File: config.mk
export PLATFORM = sky130hd
export DESIGN_NAME = stopwatch_lap
export DESIGN_NICKNAME = d
export VERILOG_FILES = /design/src/rtl/stopwatch_lap.sv
export SDC_FILE = /design/constraint.sdc
export NUM_CORES = 1
export LEC_CHECK = 0
export ABC_AREA = 1
export CAP_MARGIN = 20
export CELL_PAD_IN_SITES_DETAIL_PLACEMENT = 1
export CELL_PAD_IN_SITES_GLOBAL_PLACEMENT = 1
export CORE_MARGIN = 5
export CORE_UTILIZATION = 49
export CTS_BUF_LIST = sky130_fd_sc_hd__clkbuf_4
export CTS_CLUSTER_SIZE = 16
export DETAILED_ROUTE_END_ITERATION = 10
export GPL_ROUTABILITY_DRIVEN = 0
export MAX_ROUTING_LAYER = met4
export PLACE_DENSITY = 0.95
export SETUP_SLACK_MARGIN = 0.5
export SYNTH_ARGS = -nofsm -noshare
export SYNTH_HDL_FRONTEND = slang
export SYNTH_SLANG_ARGS = --single-unit
File: constraint.sdc
create_clock -name Clk -period 3.4 [get_ports Clk]
set_input_delay 0.51 -clock Clk [delete_from_list [all_inputs] [get_ports Clk]]
set_output_delay 0.51 -clock Clk [all_outputs]
set_load 0.02 [all_outputs]
File: src/rtl/stopwatch_lap.sv
// Lap stopwatch: min:sec:fraction timer with pause/resume and a LAP_DEPTH-entry lap buffer.
// Buttons are active-low; a press is a single-cycle event taken from a falling sample.
module stopwatch_lap #(
    parameter int CLK_HZ    = 50_000_000,
    parameter int TICK_HZ   = 100,
    parameter int MIN_MAX   = 99,
    parameter int LAP_DEPTH = 4,
    localparam int MW   = (MIN_MAX > 0) ? $clog2(MIN_MAX + 1) : 1,
    localparam int FW   = (TICK_HZ > 1) ? $clog2(TICK_HZ) : 1,
    localparam int SELW = (LAP_DEPTH > 1) ? $clog2(LAP_DEPTH) : 1,
    localparam int CW   = $clog2(LAP_DEPTH + 1)
) (
    input  logic            Clk,
    input  logic            Rst,
    input  logic            fStart,
    input  logic            fStop,
    input  logic            fLap,
    input  logic            fClear,
    input  logic [SELW-1:0] iLapSel,
    output logic [MW-1:0]   oMin,
    output logic [5:0]      oSec,
    output logic [FW-1:0]   oFrac,
    output logic            oRunning,
    output logic            oOvf,
    output logic [CW-1:0]   oLapCount,
    output logic            oLapFull,
    output logic [MW-1:0]   oLapMin,
    output logic [5:0]      oLapSec,
    output logic [FW-1:0]   oLapFrac
);

    localparam int DIV = CLK_HZ / TICK_HZ;
    localparam int PW  = (DIV > 1) ? $clog2(DIV) : 1;

    localparam logic [1:0] IDLE  = 2'd0;
    localparam logic [1:0] RUN   = 2'd1;
    localparam logic [1:0] PAUSE = 2'd2;

    logic [3:0]    btn_s;
    logic [3:0]    prev_r;
    logic [3:0]    arm_r;
    logic [3:0]    press_s;
    logic          start_s;
    logic          stop_s;
    logic          lap_s;
    logic          clear_s;

    logic [1:0]    state_r;
    logic          running_r;
    logic [PW-1:0] presc_r;
    logic [MW-1:0] min_r;
    logic [5:0]    sec_r;
    logic [FW-1:0] frac_r;
    logic          ovf_r;

    logic          tick_s;
    logic [MW-1:0] min_nx_s;
    logic [5:0]    sec_nx_s;
    logic [FW-1:0] frac_nx_s;
    logic          ovf_nx_s;

    logic          clear_all_s;
    logic          lap_wr_s;
    logic [CW-1:0] lap_cnt_r;
    logic [MW-1:0] lap_min_r  [LAP_DEPTH];
    logic [5:0]    lap_sec_r  [LAP_DEPTH];
    logic [FW-1:0] lap_frac_r [LAP_DEPTH];
    logic [MW-1:0] lap_min_s;
    logic [5:0]    lap_sec_s;
    logic [FW-1:0] lap_frac_s;

    assign btn_s   = {fClear, fLap, fStop, fStart};
    assign press_s = ~btn_s & prev_r & arm_r;
    assign start_s = press_s[0];
    assign stop_s  = press_s[1];
    assign lap_s   = press_s[2];
    assign clear_s = press_s[3];

    // Press detection; arm_r blocks a button held low across reset until it is released once.
    always_ff @(posedge Clk) begin
        if (Rst) begin
            prev_r <= 4'b1111;
            arm_r  <= btn_s;
        end else begin
            prev_r <= btn_s;
            arm_r  <= arm_r | btn_s;
        end
    end

    assign tick_s = (state_r == RUN) && (presc_r == PW'(DIV - 1));

    // Carry chain frac -> sec -> min, with minute wrap raising the sticky overflow.
    always_comb begin
        frac_nx_s = frac_r;
        sec_nx_s  = sec_r;
        min_nx_s  = min_r;
        ovf_nx_s  = ovf_r;
        if (tick_s) begin
            if (frac_r == FW'(TICK_HZ - 1)) begin
                frac_nx_s = '0;
                if (sec_r == 6'd59) begin
                    sec_nx_s = 6'd0;
                    if (min_r == MW'(MIN_MAX)) begin
                        min_nx_s = '0;
                        ovf_nx_s = 1'b1;
                    end else begin
                        min_nx_s = min_r + MW'(1);
                    end
                end else begin
                    sec_nx_s = sec_r + 6'd1;
                end
            end else begin
                frac_nx_s = frac_r + FW'(1);
            end
        end else begin
            ovf_nx_s = ovf_r;
        end
    end

    // Mode control, prescaler and running time.
    always_ff @(posedge Clk) begin
        if (Rst) begin
            state_r   <= IDLE;
            running_r <= 1'b0;
            presc_r   <= '0;
            min_r     <= '0;
            sec_r     <= 6'd0;
            frac_r    <= '0;
            ovf_r     <= 1'b0;
        end else begin
            case (state_r)
                IDLE: begin
                    if (clear_s) begin
                        ovf_r <= 1'b0;
                    end
                    if (start_s) begin
                        state_r   <= RUN;
                        running_r <= 1'b1;
                    end
                end
                RUN: begin
                    presc_r <= tick_s ? '0 : presc_r + PW'(1);
                    min_r   <= min_nx_s;
                    sec_r   <= sec_nx_s;
                    frac_r  <= frac_nx_s;
                    ovf_r   <= ovf_nx_s;
                    if (stop_s) begin
                        state_r   <= PAUSE;
                        running_r <= 1'b0;
                    end
                end
                PAUSE: begin
                    if (clear_s) begin
                        state_r <= IDLE;
                        presc_r <= '0;
                        min_r   <= '0;
                        sec_r   <= 6'd0;
                        frac_r  <= '0;
                        ovf_r   <= 1'b0;
                    end else if (start_s) begin
                        state_r   <= RUN;
                        running_r <= 1'b1;
                    end
                end
                default: begin
                    state_r   <= IDLE;
                    running_r <= 1'b0;
                end
            endcase
        end
    end

    assign clear_all_s = clear_s && ((state_r == IDLE) || (state_r == PAUSE));
    assign lap_wr_s    = lap_s && (state_r == RUN) && (lap_cnt_r < CW'(LAP_DEPTH));

    // Lap buffer: captures the pre-increment time into the next free slot.
    always_ff @(posedge Clk) begin
        if (Rst || clear_all_s) begin
            lap_cnt_r <= '0;
            for (int i = 0; i < LAP_DEPTH; i++) begin
                lap_min_r[i]  <= '0;
                lap_sec_r[i]  <= 6'd0;
                lap_frac_r[i] <= '0;
            end
        end else if (lap_wr_s) begin
            lap_min_r[lap_cnt_r[SELW-1:0]]  <= min_r;
            lap_sec_r[lap_cnt_r[SELW-1:0]]  <= sec_r;
            lap_frac_r[lap_cnt_r[SELW-1:0]] <= frac_r;
            lap_cnt_r                       <= lap_cnt_r + CW'(1);
        end else begin
            lap_cnt_r <= lap_cnt_r;
        end
    end

    // Readout of unfilled slots is forced to zero.
    always_comb begin
        lap_min_s  = '0;
        lap_sec_s  = 6'd0;
        lap_frac_s = '0;
        if (CW'(iLapSel) < lap_cnt_r) begin
            lap_min_s  = lap_min_r[iLapSel];
            lap_sec_s  = lap_sec_r[iLapSel];
            lap_frac_s = lap_frac_r[iLapSel];
        end else begin
            lap_min_s  = '0;
        end
    end

    assign oMin      = min_r;
    assign oSec      = sec_r;
    assign oFrac     = frac_r;
    assign oRunning  = running_r;
    assign oOvf      = ovf_r;
    assign oLapCount = lap_cnt_r;
    assign oLapFull  = (lap_cnt_r == CW'(LAP_DEPTH));
    assign oLapMin   = lap_min_s;
    assign oLapSec   = lap_sec_s;
    assign oLapFrac  = lap_frac_s;

endmodule

== Yosys cells after proc, flatten, opt, wreduce, memory -nomap -nowiden ==
Memories as Yosys holds them, arrays and structs flattened.
Index checks and enable logic that the tools add are counted.

* Bits in registers: 54
* Bits in writable memories: 80
* Input port bits: 8
* Output and inout bits: 46
* Word-level logic and storage cells: 107
* Memories: 3

{| class="wikitable"
|+ Memories
! memory !! depth !! width !! rd ports !! clocked after memory_dff !! write ports !! RTL line !! text
|-
| lap_frac_r || 4 || 7 || 1 || 0 || 4 || 67 || <nowiki>logic [FW-1:0] lap_frac_r [LAP_DEPTH];</nowiki>
|-
| lap_min_r || 4 || 7 || 1 || 0 || 4 || 65 || <nowiki>logic [MW-1:0] lap_min_r [LAP_DEPTH];</nowiki>
|-
| lap_sec_r || 4 || 6 || 1 || 0 || 4 || 66 || <nowiki>logic [5:0] lap_sec_r [LAP_DEPTH];</nowiki>
|}

* $add $sub $neg: 5
* Order comparisons: 2
* Equality and inequality tests: 15
* Mux-type cells: 49
* Bitwise gates (word level): 4
* Reductions and logical operators: 19

{| class="wikitable"
|+ Operators by type and width
! cell !! count
|-
| $mux W7 || 11
|-
| $mux W19 || 2
|-
| $pmux W19 S2 || 1
|-
| $mux W6 || 6
|-
| $pmux W7 S2 || 2
|-
| $add A19 B1 Y19 const B || 1
|-
| $eq A19 B19 Y1 const B || 1
|-
| $mux W1 || 16
|-
| $add A7 B1 Y7 const B || 2
|-
| $eq A7 B7 Y1 const B || 2
|-
| $ne A2 B2 Y1 const B || 7
|-
| $reduce_or A7 Y1 || 2
|-
| $mux W2 || 6
|-
| $pmux W6 S2 || 1
|-
| $and A4 B4 Y4 || 2
|-
| $add A6 B1 Y6 const B || 1
|-
| $eq A6 B6 Y1 const B || 1
|-
| $pmux W2 S3 || 1
|-
| $reduce_and A6 Y1 || 1
|-
| $reduce_or A6 Y1 || 1
|-
| $reduce_and A5 Y1 || 1
|-
| $logic_and A1 B1 Y1 || 4
|-
| $mux W4 || 1
|-
| $not A4 Y4 || 1
|-
| other kinds (17) || 20
|}

== Longest topological paths before layout ==
Gate-level depths: netlist (run 1).

* Depth in word-level cells: 10
* Mapped depth: 11
* Gate-level depth less buffers: 11

== Least setup slack after synthesis (run 1) ==
Ideal clock, no wire load.

* Path kind: input to register
* Start point: input port Rst
* End point: memory lap_frac_r[3][0] in the netlist's numbering, enable pin
* Library setup time: 397 ps
* Arrival: 2065 ps
* Data required time: 3003 ps
* Path slack: 938 ps
* Stages on the path: 7
* Path buffers: 1
* Cells stage by stage: clkbuf_1 a21oi_2 nand2_4 nor2_4 inv_1 nand2_1 nor2_1

{| class="wikitable"
|+ RTL lines
! item !! RTL line !! text
|-
| start: declaration || 14 || <nowiki>input logic Rst,</nowiki>
|-
| end: declaration || 67 ||
|}

== Final worst setup path (run 1) ==
* Start point: register lap_cnt_r[1] (netlist: oLapCount[1])
* End point: output port oLapMin[1]

* Longest elaborated chain between the ends: 2

{| class="wikitable"
|+ RTL lines
! item !! RTL line !! text
|-
| start: declaration || 64 || <nowiki>logic [CW-1:0] lap_cnt_r;</nowiki>
|-
| start signal: assignment || 189 || <nowiki>lap_cnt_r <= lap_cnt_r + CW'(1);</nowiki>
|-
| start signal: assignment || 191 || <nowiki>lap_cnt_r <= lap_cnt_r;</nowiki>
|-
| $lt A2 B3 Y1 || 200 || <nowiki>if (CW'(iLapSel) < lap_cnt_r) begin</nowiki>
|-
| $mux W7 || 200 ||
|-
| end: declaration || 27 || <nowiki>output logic [MW-1:0] oLapMin,</nowiki>
|}

No other way between the ends.

==> flow_summary.toml, run 1 <==
[sta]
maxSlewViolCount = 0
tightest_slew_ns = 0.841
final.min_clock_period_ns = 2.85
finalHoldViolCount = 0
min_period_over_period_pct = 83.8
relSlewSlack_pct = 43.9
max_freq_mhz = 351
rsz0062_at_grt = "true"
setup_tns_ns = 0
setup_viol = 0
finClkSkew_ns = 0.0231

[pwr]
leakage_nw = 2.86
ir_drop_v = 0.000290
p_per_area_nw_per_um2 = 463

[yosys]
synth_common_cells = "223 x nor2_1, 125 x nand2_1, 80 x edfxtp_1, 59 x inv_1, 54 x dfxtp_1"
yosysTopAreaCellShare_pct = 37.1
synth_fa_ha_area_share_pct = 1.35
synth_top_family_by_area = "simple AND/OR/NAND/NOR gates"
synth-edff-count = 80
yosysMostFrequentCell = "nor2_1"
synth_xor_area_share_pct = 1.22
synth_area_leaders = "edfxtp_1 37%, dfxtp_1 17%, nor2_1 13%"
synth_cells = 791
synth-simple-area-share_pct = 28.2
ys_warn_count = 0
synth_flop_cell = "edfxtp_1"
synth_seq_area_share_pct = 53.8
ys_types = 34
avgSynthCellArea_um2 = 8.18
syn_area_um2 = 6470
synthMuxAreaShare_pct = 0
synth_compound_area_share_pct = 8.66
ys_ff_latch = 134
postSynth.asyncResetShare_pct = 0
synth_top_cell_by_area = "edfxtp_1"
syn_nets = 806

[global_route]
overflow = 0
grt_pass1_vias = 6185
track_usage_pct = 27.0
grt_first_pass_wirelength_mm = 32.5
grt_max_degree = 24
antenna_found_initial = 0

[placement]
hpwl_mm = 14.2
port_buffers = 53

[critical_path]
path_delay_family = "buffers and inverters"
slowest_delay_ns = 0.42
critical_path_class = "flip-flop to output port"
worstPathRequired_ns = 2.89
arrival_ns = 2.34
r2r_end = "lap_min_r[1][1]$_SDFFCE_PN0P_"
slowest_stage = "dfxtp_4"
crit_chain = "inv_1 > ha_1 > o21ai_0 > a21oi_2 > buf_6 > a21oi_1 > clkdlybuf4s15_1"
path_max_fanout = 11
startpoint_type = "flip-flop"
cp-end-kind = "output port"
path_buf_inv = 3
reg2reg_setup_slack_ns = 0.96
reg2reg_depth = 11
rr_startpoint = "state_r[0]$_SDFFE_PP0P_"

[final_layout]
n_antenna_cell = 0
fin_util_pct = 57.4
fin_nets = 863
drive_gt1_share_pct = 10.7
areaGrowthSynthToFinish_pct = 16.1

[clocking]
clk_path_buf_depth = 2
cts_htree_levels = 4
cts_tree = "done"
cts.sinks = 134
clock_latency_ns = 0.57
hold_buffers = 0
cts_buffers = 17
clk_pin_slew_ns = 0.12
cts_root_buffer = "clkbuf_4"

[route]
first_pass_iters = 5
avgRoutedWirePerCell_um = 19.7
ant_nets = 0
via_per_inst = 5.62
drt_iter0_markers = 560
num_vias = 5830
routed_wl_mm = 20.4
drc = 0

[floorplanning]
initial_utilization_pct = 49.4
num_io_pins = 54
rows = 42
die_w_um = 125
dieArea_um2 = 15600
core_um2 = 13100
fp.dieH_um = 125

[hold_path]
hold_depth = 2
min_delay_worst_endpoint = "arm_r[1]$_DFF_P_"
min-delay-start = "arm_r[1]$_DFF_P_"
hold_class = "flip-flop to flip-flop"

[run_status]
status = "finished, final reports clean"

[run]
cap_violations = 0
-- worst min-delay path, cell delays in order (launching register included) --
cell and delay [ns]:
dfxtp_1 0.33, nand2_1 0.06, nand2_1 0.04
-- through the flow --
step / area (µm²) / hold WS, ns / std cells / total power, W / setup WS (ns)
after global routing: 7510 / 0.489 / 1037 / 0.00361 / 0.479
after detailed placement: 7160 / 0.438 / 1003 / 0.00221 / 0.126
after global placement: 7160 / 0.428 / 1003 / 0.00218 / 0.321
final: 7510 / 0.457 / 1037 / 0.00348 / 0.550
after CTS: 7530 / 0.459 / 1037 / 0.00350 / 0.481
after floorplan: 6470 / 0.419 / 791 / 0.00207 / 0.938
-- cells by family after synthesis --
group	after synthesis
AOI/OAI and AO/OA	110
buffers and inverters	99
and+or+nand+nor	432
adders and majority gates	7
xor gates and xnor gates	9
DFF	134
-- routing by layer --
layer | wire [µm] | vias up | share of wire [%] | GRT usage, %
met3 | 1110 | 59 | 5.4 | 5.53
met4 | 647 | 0 | 3.2 | 11.5
met1 | 7980 | 2868 | 39 | 30.0
met5 | 0 | - | 0 | -
met2 | 10700 | 200 | 52 | 47.1
li1 | - | 2703 | - | -
-- cell type report --
type / instances / area [µm²]
multi-input cells: 558 / 2550
clock inverters: 14 / 223
flip-flops and latches: 134 / 3490
inverters: 66 / 255
clock buffers: 18 / 135
fillers: 1607 / 5580
repair buffers: 70 / 624
well taps: 176 / 220
repair inverters: 1 / 7.51
-- placed cells by master, fill, tap and decap left out, types with 5 or more instances in the layout --
| master | Yosys | final |
|---|---|---|
| ha_1 | 7 | 7 |
| nor2_2 | 6 | 6 |
| bufinv_16 | 0 | 5 |
| inv_2 | 5 | 5 |
| nor2_1 | 223 | 223 |
| dfxtp_1 | 54 | 52 |
| nor3_1 | 7 | 7 |
| nand3_1 | 39 | 39 |
| clkbuf_2 | 0 | 10 |
| xor2_1 | 8 | 8 |
| edfxtp_1 | 80 | 80 |
| o21ai_0 | 53 | 53 |
| buf_4 | 3 | 13 |
| dlygate4sd2_1 | 0 | 7 |
| nand4_1 | 14 | 14 |
| clkdlybuf4s50_1 | 0 | 33 |
| inv_1 | 59 | 58 |
| nand2_1 | 125 | 125 |
| a21oi_1 | 52 | 51 |
| clkbuf_4 | 0 | 18 |
-- flip-flops by register name (all words and copies together) (netlist names) --
name and flops:
prev_r 4, lap_frac_r 28, arm_r 4, state_r 2, oLapCount 3, lap_min_r 28
oFrac 7, oSec 6, presc_r 19, oRunning 1, lap_sec_r 24, oMin 7
oOvf 1
-- repair_timing --
item                       CTS  global route
setup buffers                1             0
cloned                       1             0
setup endpoints to repair   20            20
resized for setup           27            26
-- worst max path at each step --
| stage | start | endpoint | slack [ns] | cells after the start |
|---|---|---|---|---|
| after floorplan | Rst | lap_frac_r[3][0]$_DFFE_PP_ | 0.94 | 7 |
| after global placement | iLapSel[1] | oLapFrac[5] | 0.32 | 7 |
| after detailed placement | iLapSel[1] | oLapMin[1] | 0.13 | 7 |
| after CTS | oLapCount[1]$_SDFFE_PP0N_ | oLapMin[1] | 0.48 | 7 |
| after global routing | oLapCount[1]$_SDFFE_PP0N_ | oLapMin[0] | 0.48 | 7 |
| final | oLapCount[1]$_SDFFE_PP0N_ | oLapMin[1] | 0.55 | 7 |
-- power breakdown --
part | total [W] | switching, W | internal [W] | leakage, nW
logic | 0.000340 | 0.000240 | 0.000101 | 1.38
clock network | 0.00130 | 0.000626 | 0.000675 | 0.186
registers | 0.00184 | 0.0000397 | 0.00180 | 1.29
total | 0.00348 | 0.000906 | 0.00257 | 2.86
Note: power is estimated with default switching activity, not from simulation.
==> run 2: changes to the inputs <==
- CORE_UTILIZATION: 49 -> 41
- PLACE_DENSITY: 0.95 -> 0.88
- clock period: 3.4 -> 2.61 ns (I/O delays scaled with it)
==> run 2 against run 1 <==
  * Critical path depth fell by 1
  * Final area rose by 4.9%
  * Hold slack got worse by 0.038 ns
  * Combinational power rose by 51%
  * Worst setup slack got worse by 0.32 ns
  * Sequential cell count did not move
==> flow_summary.toml, run 2 (synthesis gave the netlist of run 1 again) <==
[run_status]
status = "finished, final reports clean"

[floorplanning]
core_um2 = 15700
initial_utilization_pct = 41.3
num_io_pins = 54
rows = 46
fp.dieH_um = 136
dieArea_um2 = 18400
die_w_um = 136

[clocking]
cts_tree = "done"
cts_buffers = 17
cts_htree_levels = 4
clk_path_buf_depth = 2
cts_root_buffer = "clkbuf_4"
hold_buffers = 0
clk_pin_slew_ns = 0.11
cts.sinks = 134
clock_latency_ns = 0.57

[final_layout]
n_antenna_cell = 0
largestRegisters = "lap_frac_r x28, lap_min_r x28, lap_sec_r x24"
drive_gt1_share_pct = 16.1
n_fill_cell = 1896
fin_nets = 878
areaGrowthSynthToFinish_pct = 21.8
mostFrequentLayoutCells = "221 x nor2_1, 125 x nand2_1, 80 x edfxtp_1"
fin_cells = 1092
layout_commonest_cell = "nor2_1"
fin_util_pct = 50.3

[route]
ant_nets = 0
met3_length_um = 750
drc = 0
routed.top_layer = "met4"
wl_met2_mm = 10.4
via_per_inst = 5.18
routed_wl_mm = 19.2
drt_iter0_markers = 350
num_vias = 5660
first_pass_iters = 4
met1_length_mm = 7.62
avgRoutedWirePerCell_um = 17.6

[pwr]
leakage_nw = 3.16
ir_drop_v = 0.000269
p_per_area_nw_per_um2 = 538
power.total_w = 0.00424

[sta]
fin_hold_ws_ns = 0.419
maxSlewViolCount = 0
setup_viol = 0
relSlewSlack_pct = 45.9
tightest_slew_ns = 0.811
rsz0062_at_grt = "true"
finalHoldViolCount = 0
max_freq_mhz = 421
min_period_over_period_pct = 91.1
final.min_clock_period_ns = 2.38
finClkSkew_ns = 0.0192

[critical_path]
cp-end-kind = "output port"
r2r_end = "lap_frac_r[2][5]$_SDFFCE_PN0P_"
cp.depth = 6
reg2reg_setup_slack_ns = 0.64
path_buf_inv = 4
path_delay_family = "buffers and inverters"
slowest_stage = "clkdlybuf4s50_1"
crit_chain = "clkdlybuf4s50_1 > inv_1 > buf_12 > o21ai_0 > a21oi_4 > buf_6"
slowest_delay_ns = 0.62
startpoint_type = "primary input"
rr_startpoint = "state_r[0]$_SDFFE_PP0P_"
arrival_ns = 1.99
worstPathRequired_ns = 2.22
reg2reg_depth = 11
path_max_fanout = 40
critical_path_class = "primary input to output port"

[global_route]
grt_pass1_vias = 5894
grt_first_pass_wirelength_mm = 30.6
track_usage_pct = 22.2
antenna_found_initial = 0
overflow = 0
grt_max_degree = 41

[run]
cap_violations = 0

[hold_path]
hold_depth = 3
hold_class = "primary input to flip-flop"
min_delay_worst_endpoint = "prev_r[0]$_SDFF_PP1_"
min-delay-start = "fStart"

[placement]
hpwl_mm = 13.0
port_buffers = 53
dpl.cell_count = 1055
run 2: metal layers:
| metal | vias to the layer above | track usage [%] |
|---|---|---|
| li1 | 2730 | - |
| met5 | - | - |
| met3 | 31 | 4.79 |
| met1 | 2781 | 23.9 |
| met4 | 0 | 8.79 |
| met2 | 118 | 39.9 |
run 2: timing repair:
action | in CTS | in global routing
pin swaps | 2 | 2
cloned | 1 | 0
buffers inserted | 3 | 1
gates resized for setup | 160 | 32
setup endpoints to repair | 30 | 51
run 2: per-stage QoR:
stage	TNS [ns]	worst slack [ns]	cell area [µm²]
finish	0	0.233	7880
CTS	0	0.239	7750
global placement	-0.805	-0.106	7340
detailed placement	-1.92	-0.159	7340
global route	0	0.155	7880
floorplan	0	0.463	6470
run 2: tightest hold or removal path: cells and delay by family:
kind / cells / cell delay (ns)
AND/OR/NAND/NOR: 1 / 0.05
buffers and inverters: 2 / 0.50
run 2: worst max path at each step:
stage                                          from                             end  slack (ns)
final                                    iLapSel[0]                     oLapFrac[1]        0.23
after global routing      oLapCount[1]$_SDFFE_PP0N_                     oLapFrac[3]        0.15
after CTS                 oLapCount[1]$_SDFFE_PP0N_                      oLapMin[5]        0.24
after detailed placement                 iLapSel[1]                     oLapFrac[2]       -0.16
after global placement                   iLapSel[1]                     oLapFrac[2]       -0.11
after floorplan                                 Rst  lap_frac_r[1][0]$_SDFFCE_PN0P_        0.46
run 2: layout make-up:
type	instances	area [µm²]	area share, %
tap	216	270	3.43
clock buffer	18	135	1.72
multi-input combinational	558	2720	34.5
inverter	66	254	3.22
sequential	134	3490	44.3
timing repair buffer	86	880	11.2
clock inverter	14	134	1.70
run 2: power breakdown:
part	total [W]	internal (W)	switching, W	leakage (nW)
sequential	0.00239	0.00234	0.0000445	1.29
clock	0.00134	0.000565	0.000772	0.137
combinational	0.000513	0.000172	0.000340	1.73
total	0.00424	0.00308	0.00116	3.16
==> run 3: changes to the inputs <==
- CELL_PAD_IN_SITES_DETAIL_PLACEMENT: 1 -> 0
==> run 3 against run 2 <==
  * Global-route usage decreased by 4.0 points
  * Fmax is 4.9% higher
  * Via count decreased by 5.7%
  * Clock power is 13% higher
  * Register-to-register slack better by 0.03 ns
  * Count of clock-buffer cells in the layout up 2
  * Critical path depth is 1 higher
  * Final cell count decreased by 0.27%
  * Hold slack improved by 0.018 ns
  * Clock skew up 0.00075 ns
==> flow_summary.toml, run 3 (synthesis gave the netlist of run 1 again) <==
[sta]
min_period_over_period_pct = 86.8
fin_hold_ws_ns = 0.437
max_freq_mhz = 441
finClkSkew_ns = 0.0200
relSlewSlack_pct = 48.6
setup_viol = 0
final.min_clock_period_ns = 2.27
finalHoldViolCount = 0
maxSlewViolCount = 0
tightest_slew_ns = 0.770
rsz0062_at_grt = "true"

[global_route]
grt_pass1_vias = 5045
track_usage_pct = 18.2
grt_max_degree = 41
overflow = 0
antenna_found_initial = 0
grt_first_pass_wirelength_mm = 25.5

[critical_path]
reg2reg_setup_slack_ns = 0.67
r2r_end = "lap_frac_r[0][6]$_SDFFCE_PN0P_"
path_buf_inv = 3
path_delay_family = "buffers and inverters"
cp-end-kind = "output port"
reg2reg_depth = 11
path_max_fanout = 7
critical_path_class = "flip-flop to output port"
slowest_delay_ns = 0.37
rr_startpoint = "state_r[0]$_SDFFE_PP0P_"
arrival_ns = 1.88
crit_chain = "inv_4 > ha_4 > o21ai_2 > a21oi_4 > buf_6 > a21oi_1 > buf_2"
slowest_stage = "dfxtp_2"
startpoint_type = "flip-flop"
worstPathRequired_ns = 2.22

[pwr]
switching_power_w = 0.00107
ir_drop_v = 0.000203
sequentialPowerShare_pct = 54.9
p_sw_share_pct = 24.6
pwr-share-clk_pct = 34.7
power.total_w = 0.00434
power_frac_comb_pct = 10.4
leakage_nw = 3.11
p_int_w = 0.00327
p_per_area_nw_per_um2 = 563

[floorplanning]
fp.dieH_um = 136
dieArea_um2 = 18400
initial_utilization_pct = 41.3
num_io_pins = 54
die_w_um = 136
core_um2 = 15700
rows = 46

[placement]
dpl.cell_count = 1055
hpwl_mm = 10.8
port_buffers = 53

[clocking]
clock_latency_ns = 0.54
cts_tree = "done"
cts.sinks = 134
cts_root_buffer = "clkbuf_4"
clk_path_buf_depth = 2
cts_buffers = 17
cts_htree_levels = 4
hold_buffers = 0
clk_pin_slew_ns = 0.11

[route]
num_vias = 5338
ant_nets = 0
first_pass_iters = 5
drc = 0
routed_wl_mm = 15.7
via_per_inst = 4.90
drt_iter0_markers = 266
avgRoutedWirePerCell_um = 14.4

[final_layout]
fin_cells = 1089
mostFrequentLayoutCells = "222 x nor2_1, 125 x nand2_1, 80 x edfxtp_1"
drive_gt1_share_pct = 14.1
largestRegisters = "lap_frac_r x28, lap_min_r x28, lap_sec_r x24"
n_fill_cell = 1568
n_antenna_cell = 0
layout_commonest_cell = "nor2_1"
areaGrowthSynthToFinish_pct = 19.1
fin_nets = 875

[hold_path]
hold_class = "primary input to flip-flop"
min-delay-start = "fStop"
hold_depth = 3
min_delay_worst_endpoint = "prev_r[1]$_SDFF_PP1_"

[run]
cap_violations = 0

[run_status]
status = "finished, final reports clean"
## run 3: changes by cell type in the layout (fill, tap and decap cells not counted), sizes merged
cell and change:
clkinvlp -3, dlymetal6s2s -1, buf -3, clkinv -1
bufinv +2, dlygate4sd2 -4, clkdlybuf4s50 +5, clkbuf +2
## run 3: per-layer routing
metal / share of wire, % / global-route usage, %
met2: 51 / 31.0
met1: 44 / 22.3
met4: 1.2 / 5.21
met3: 4.1 / 3.38
met5: 0 / -
## run 3: timing repair
item	CTS	global route
pin swaps	1	1
setup buffers	0	1
endpoints found under the setup margin	25	50
cloned	1	0
resized for setup	110	28
## run 3: layout make-up
cell class                      instances  area (µm²)  area share (%)
Clock buffer                           20         150            1.95
Clock inverter                         12         160            2.08
Inverter                               66         254            3.30
Multi-Input combinational cell        558        2620            33.9
Sequential cell                       134        3490            45.2
Tap cell                              216         270            3.51
Timing Repair Buffer                   83         772            10.0
## run 3: power groups by stage
stage               Clock, W  Sequential, W  Combinational [W]
finish               0.00151        0.00238           0.000451
floorplan                  0        0.00243           0.000259
global route         0.00164        0.00239           0.000497
CTS                  0.00154        0.00238           0.000447
global placement           0        0.00243           0.000444
detailed placement         0        0.00243           0.000447
## run 3: worst register-to-register path: stages, from the launching register on
cell and delay, ns:
dfxtp_1 0.36, inv_2 0.08, nor2_4 0.21, inv_2 0.10
nor2_2 0.10, nand3_2 0.09, clkinv_2 0.08, nand2_4 0.08
nor2_8 0.14, nand2_4 0.05, nand2_1 0.05, buf_4 0.29
## run 3: stage by stage
step	cell area [µm²]	utilization, %	worst slack (ns)	TNS, ns
after floorplan	6470	-	0.463	0
after global placement	7340	46.9	-0.106	-0.805
after detailed placement	7340	46.9	-0.125	-1.22
after CTS	7620	48.7	0.272	0
after global routing	7710	49.2	0.255	0
final	7710	49.2	0.343	0
## run 3: worst max-delay path by stage
stage	start	to	slack (ns)	depth (start not counted)
final	oLapCount[1]$_SDFFE_PP0N_	oLapMin[5]	0.34	7
after global routing	oLapCount[1]$_SDFFE_PP0N_	oLapFrac[5]	0.25	7
after CTS	oLapCount[1]$_SDFFE_PP0N_	oLapFrac[3]	0.27	7
after detailed placement	iLapSel[1]	oLapFrac[2]	-0.12	8
after global placement	iLapSel[1]	oLapFrac[2]	-0.11	8
after floorplan	Rst	lap_frac_r[1][0]$_SDFFCE_PN0P_	0.46	7
